[src/rtl/memory_dumper.sv]
// Sequential read-back engine: reads a run of bytes from a synchronous-read memory
// and streams them out over valid/ready while accumulating an 8-bit checksum.
module memory_dumper #(
  parameter int ADDR_WIDTH = 8,
  parameter int DATA_WIDTH = 8
) (
  input  logic                  clock_in,
  input  logic                  reset_N,
  input  logic                  start_in,
  input  logic [ADDR_WIDTH-1:0] start_addr_in,
  input  logic [ADDR_WIDTH:0]   length_in,
  output logic                  rd_en_out,
  output logic [ADDR_WIDTH-1:0] address_out,
  input  logic [DATA_WIDTH-1:0] mem_data_in,
  output logic [DATA_WIDTH-1:0] data_out,
  output logic                  valid_out,
  input  logic                  ready_in,
  output logic                  busy_out,
  output logic                  done_out,
  output logic [DATA_WIDTH-1:0] checksum_out
);

  localparam logic [2:0] IDLE    = 3'd0;
  localparam logic [2:0] ISSUE   = 3'd1;
  localparam logic [2:0] CAPTURE = 3'd2;
  localparam logic [2:0] SEND    = 3'd3;
  localparam logic [2:0] DONE    = 3'd4;

  localparam logic [ADDR_WIDTH:0] MAX_LEN = {1'b1, {ADDR_WIDTH{1'b0}}};

  logic [2:0]            state;
  logic [ADDR_WIDTH-1:0] addr;
  logic [ADDR_WIDTH:0]   count;
  logic [DATA_WIDTH-1:0] data_q;
  logic [DATA_WIDTH-1:0] checksum_q;
  logic [ADDR_WIDTH:0]   clamped_len;

  // A full-memory run is the longest meaningful request; anything larger saturates.
  assign clamped_len = (length_in > MAX_LEN) ? MAX_LEN : length_in;

  // NOTE: all state uses non-blocking assignments so every register samples
  // pre-edge values; blocking here would let SEND see a half-updated count.
  always_ff @(posedge clock_in or negedge reset_N) begin
    if (!reset_N) begin
      state      <= IDLE;
      addr       <= '0;
      count      <= '0;
      data_q     <= '0;
      checksum_q <= '0;
    end else begin
      case (state)
        IDLE: begin
          if (start_in) begin
            addr       <= start_addr_in;
            count      <= clamped_len;
            checksum_q <= '0;
            state      <= (clamped_len == '0) ? DONE : ISSUE;
          end
        end
        ISSUE:   state <= CAPTURE;
        CAPTURE: begin
          data_q <= mem_data_in;
          state  <= SEND;
        end
        SEND: begin
          if (ready_in) begin
            checksum_q <= checksum_q + data_q;
            addr       <= addr + 1'b1;
            count      <= count - 1'b1;
            // count still holds the pre-decrement value here
            state      <= (count == {{ADDR_WIDTH{1'b0}}, 1'b1}) ? DONE : ISSUE;
          end
        end
        DONE:    state <= IDLE;
        default: state <= IDLE;
      endcase
    end
  end

  // Outputs decode from registers only, so no input reaches an output combinationally.
  assign rd_en_out    = (state == ISSUE);
  assign valid_out    = (state == SEND);
  assign busy_out     = (state == ISSUE) || (state == CAPTURE) || (state == SEND);
  assign done_out     = (state == DONE);
  assign address_out  = addr;
  assign data_out     = data_q;
  assign checksum_out = checksum_q;

endmodule

[config.mk]
export PLATFORM = sky130hd
export DESIGN_NAME = memory_dumper
export DESIGN_NICKNAME = d
export VERILOG_FILES = /design/src/rtl/memory_dumper.sv
export SDC_FILE = /design/constraint.sdc
export NUM_CORES = 1
export LEC_CHECK = 0
export ABC_AREA = 1
export CORE_ASPECT_RATIO = 0.7
export CORE_MARGIN = 3
export CORE_UTILIZATION = 50
export CTS_CLUSTER_SIZE = 24
export DETAILED_ROUTE_END_ITERATION = 10
export PLACE_DENSITY = 0.8
export SLEW_MARGIN = 5
export SYNTH_ARGS = -nofsm -noshare
export SYNTH_HDL_FRONTEND = slang
export SYNTH_SLANG_ARGS = --single-unit
[constraint.sdc]
create_clock -name clock_in -period 2.1 [get_ports clock_in]
set_input_delay 0.315 -clock clock_in [delete_from_list [all_inputs] [get_ports clock_in]]
set_output_delay 0.315 -clock clock_in [all_outputs]
set_load 0.01 [all_outputs]
# After elaboration in Yosys (flattened, before gate mapping)
# Index checks and enable logic that the tools add are counted.
totals:
  reg_bits: 36
  inputBits: 29
  out_inout_bits: 28
  word_cells: 38
classes:
  n_addsub: 3
  magnitude_cmp: 1
  n_eq_ne: 7
  mux: 15
  reduce_logical: 7
ops:
  columns: ["cell", "n"]
  rows:
  - ["$mux 8", 4]
  - ["$pmux 8 s2", 2]
  - ["$mux 9", 3]
  - ["$pmux 9 s2", 1]
  - ["$mux 3", 4]
  - ["$pmux 3 s4", 1]
  - ["$eq 9x1->1 const B", 1]
  - ["$gt 9x9->1 const B", 1]
  - ["$logic_not 9->1", 1]
  - ["$sub 9x1->9 const B", 1]
  - ["$add 8x1->8 const B", 1]
  - ["$add 8x8->8", 1]
  - ["$eq 3x2->1 const B", 2]
  - ["$eq 3x1->1 const B", 1]
  - ["$eq 3x3->1 const B", 1]
  - ["$logic_not 3->1", 1]
  - ["$reduce_and 3->1", 1]
  - ["$logic_or 1x1->1", 2]
  - ["$ne 2x1->1 const B", 1]
  - ["$ne 2x2->1 const B", 1]
  - ["$reduce_and 2->1", 1]
  - ["$reduce_bool 2->1", 1]

# Logic depth before layout (Yosys ltp)
logic_depth:
  depth_word: 6
  depth_mapped: 10
  ltp_nobuf: 9

# Least setup slack after synthesis
# OpenSTA, ideal clock, no wires.
synth_path:
  path_kind: "reg-to-reg"
  start: "register data_q[0], in the netlist data_out[0]"
  end: "register checksum_q[4], in the netlist checksum_out[4]"
  setup_time_ns: 0.076
  arrival_ns: 1.413
  t_required_ns: 2.024
  slack_ns: 0.610
  stages_incl_launch_ff: 8
  n_path_buf: 0
  period_less_slack_ns: 1.490
  path_cell_list: "dfrtp_1 > ha_1 > fa_1 > nand3_1 > nand3_1 > nand2_1 > nand2_1 > o21ai_1"
synth_via:
  elab_chain_cells: 3
synth_rtl:
  columns: ["item", "line_no", "text"]
  rows:
  - ["from (decl)", "34", "logic [DATA_WIDTH-1:0] data_q;"]
  - ["from (signal assigned)", "62", "data_q <= mem_data_in;"]
  - ["$add 8x8->8", "67", "checksum_q <= checksum_q + data_q;"]
  - ["$mux 8", "66", "if (ready_in) begin"]
  - ["$pmux 8 s2", "51", "case (state)"]
  - ["to (signal assigned)", "67", null]
  - ["to (decl)", "35", "logic [DATA_WIDTH-1:0] checksum_q;"]
# Every way passes these cells. The select of a mux whose other input is x is not followed.
# A chain may end at the register's enable or synchronous reset.

# Final worst setup path
layout_path:
  start: "register state[2]"
  end: "output valid_out"
layout_via:
  elab_chain_cells: 1
layout_rtl:
  columns: ["item", "line_no", "text"]
  rows:
  - ["from (decl)", "31", "logic [2:0] state;"]
  - ["from (signal assigned)", "57", "state <= (clamped_len == '0) ? DONE : ISSUE;"]
  - ["from (signal assigned)", "71", "state <= (count == {{ADDR_WIDTH{1'b0}}, 1'b1}) ? DONE : ISSUE;"]
  - ["$eq 3x2->1", "82", "assign valid_out = (state == SEND);"]
  - ["to (decl)", "16", "output logic valid_out,"]
# Every way passes these cells.

==> results.sh <==
export IMPL_outcome="completed"
export IMPL_rsz0062_at_grt="no"
export IMPL_area_growth_pct=29.37
export IMPL_crit_path_start_kind="flop"
export IMPL_fillers=395
export IMPL_post_cts_buffers=0
export IMPL_viasPerCell=5.157
export IMPL_total_leakage_power_nw=1.557
export IMPL_die_y_um=63.59
export IMPL_nets=437
export IMPL_tns_ns=0
export IMPL_arrival_ns=1.64
export IMPL_min_period_ns=1.956
export IMPL_fin_crit_sh_pct=93.15
export IMPL_cp_max_fo=5
export IMPL_grt_pass1_wl_um=10050
export IMPL_final_setup_skew_ns=0.005674
export IMPL_io_pins=57
export IMPL_clk_latency_ns=0.29
export IMPL_worstPathRequired_ns=1.78
export IMPL_syn_instance_count=337
export IMPL_grt_max_degree=37
export IMPL_syn_num_nets=377
export IMPL_synthDistinctLibCells=28
export IMPL_numPortBuffers=56
export IMPL_synth_top_cell_area_share_pct=38.03
export IMPL_crit_chain="inv_2 -> nand3_2 -> inv_2 -> clkdlybuf4s50_1"
export IMPL_drc_errors=0
export IMPL_worst_slew_pin_slew_ns=0.5002
export IMPL_drive_gt1_share_pct=7.305
export IMPL_drtIter0Drc=164
export IMPL_synth_largest_area_cell="dfrtp_1"
export IMPL_core_area_mm2=0.004454
export IMPL_ys_seq_area_share_pct=38.03
export IMPL_yosysWarnings=0
export IMPL_clockRootBuffer="clkbuf_8"
export IMPL_hold_viol=0
export IMPL_antenna_left=0
export IMPL_synth_area_mm2=0.002369
export IMPL_ctsHtreeMaxLevel=2
export IMPL_max_stage_delay_ns=0.56
export IMPL_crit_top_cell="inv_2"
export IMPL_fp_dieArea_mm2=0.005612
export IMPL_path_class="flop to primary output"
export IMPL_grt_overflow_total=0
export IMPL_max_cap_violations=0
export IMPL_p_per_area_mw_per_mm2=1538
export IMPL_grt_antenna_before_repair=0
export IMPL_drtPass1Iterations=7
export IMPL_wl_per_cell_um=13.16
export IMPL_slew_headroom_pct=66.57
export IMPL_synthTopCellsByArea="dfrtp_1, nand2_1, nand3_1"
export IMPL_antenna_cells=0
export IMPL_total_power_mw=4.713
export IMPL_numClockSinks=36
export IMPL_avgSynthCellArea_um2=7.028
export IMPL_setup_violations=0
export IMPL_dieWidth_um=88.27
export IMPL_num_vias=2331
export IMPL_numCtsBuffers=5
export IMPL_tritoncts="built"
export IMPL_rows=20
export IMPL_start_util_pct=53.17
export IMPL_vdd_drop_max_v=0.0008170
export IMPL_grt_pass1_vias=2134
export IMPL_synth_seq_cells=36
export IMPL_drt_total_wl_um=5948
export IMPL_drv_slew=0
export IMPL_gp_congestion=0.9070
export IMPL_cp_end_kind="primary output"
export IMPL_critPathSlowestCell="clkdlybuf4s50_1"
export IMPL_track_usage_pct=22.80
export IMPL_ctsResizeCount=0
export IMPL_cts_path_max_buffers=2
export IMPL_hp_class="input port to asynchronous set/reset pin"
export IMPL_dp_hpwl_um=4387
export IMPL_cts_hold_buffers=0
export IMPL_max_freq_ghz=0.5112
export IMPL_path_clk_slew_ns=0.07
## registers in the layout (all words and copies together) (netlist names)
register	cells
data_out	8
state	3
address_out	8
checksum_out	8
count	9
## stage by stage
step / std cells / cell area, um2 / hold slack (ns) / setup WS [ns] / utilization (%)
floorplan: 337 / 2369 / 0.01941 / 0.6105 / -
global placement: 445 / 2987 / 0.4979 / 0.3717 / 67.05
detailed placement: 445 / 2987 / 0.4995 / 0.3255 / 67.05
CTS: 452 / 3064 / 0.4756 / 0.1432 / 68.79
global route: 452 / 3064 / 0.5028 / 0.07433 / 68.79
finish: 452 / 3064 / 0.4535 / 0.1439 / 68.79
## routing by layer
metal,vias up,global-route usage [%],wire [um]
met4,0,5.094,34
met3,4,4.575,420
met5,-,0,0
li1,1189,-,-
met1,1057,35.68,3039
met2,81,32.00,2454
## cell usage after synthesis
| library cell | n |
|---|---|
| nand2_1 | 122 |
| nor2_1 | 40 |
| dfrtp_1 | 36 |
| inv_1 | 33 |
| nand3_1 | 30 |
| o21ai_0 | 11 |
| ha_1 | 10 |
| mux2_2 | 8 |
| nand4_1 | 6 |
| a21oi_1 | 5 |
| inv_2 | 4 |
| nand3b_1 | 4 |
| o21ai_1 | 4 |
| buf_2 | 3 |
| or2_2 | 3 |
| buf_4 | 2 |
| clkbuf_1 | 2 |
| nor3_1 | 2 |
| o211ai_1 | 2 |
| xnor2_1 | 2 |
| a21boi_0 | 1 |
| buf_6 | 1 |
| fa_1 | 1 |
| nand2_2 | 1 |
| nand3_2 | 1 |
| nand3_4 | 1 |
| o21a_1 | 1 |
| xor2_1 | 1 |
## cell type report
class                           count  area, um2  area share [%]
Clock buffer                        6      72.57           2.368
Sequential cell                    36      900.9           29.40
Clock inverter                      1      5.005          0.1633
Tap cell                           55      68.82           2.246
Inverter                           37      138.9           4.532
Timing Repair Buffer               61      598.1           19.52
Multi-Input combinational cell    256       1280           41.77
## placed cells by master, fill, tap and decap left out, types with 6 or more instances in the layout
cell type	count
nand2_1	122
clkdlybuf4s50_1	56
nor2_1	40
dfrtp_1	36
inv_1	33
nand3_1	30
o21ai_0	11
ha_1	10
mux2_2	8
nand4_1	6
## worst paths after layout
kind / start / end / slack (ns) / depth (start not counted)
setup / recovery: state[2] / valid_out / 0.14 / 4
hold / removal: reset_N / data_out[3] / 0.45 / 2
setup reg to reg: data_out[0] / checksum_out[4] / 0.48 / 7
hold reg to reg: checksum_out[0] / checksum_out[0] / 0.51 / 2
max in group asynchronous: reset_N / checksum_out[7] / 1.31 / 2
min in group clock_in: checksum_out[0] / checksum_out[0] / 0.51 / 2
## logic make-up after synthesis
family,after synthesis,share of synthesized area [%]
multiplexers,8,3.804
XOR/XNOR,3,1.110
adder cells (fa/ha/maj),11,6.128
flip-flops,36,38.03
buffers and inverters,45,7.924
AO/OA/AOI/OAI,24,5.494
AND/OR/NAND/NOR,210,37.51
## power breakdown
group	internal (mW)	total [mW]	leakage, nW	switching, mW
logic	1.26	2.89	1.07	1.63
registers	1.01	1.35	0.445	0.337
clock network	0.226	0.473	0.0410	0.247
total	2.50	4.71	1.56	2.21
## critical path: cells and delay by family, from the launching register on
kind                   cells  cell delay (ns)
buffers and inverters      3             0.82
flip-flops                 1             0.42
AND/OR/NAND/NOR            1             0.12
No activity file was read; power rests on OpenSTA's default activity.
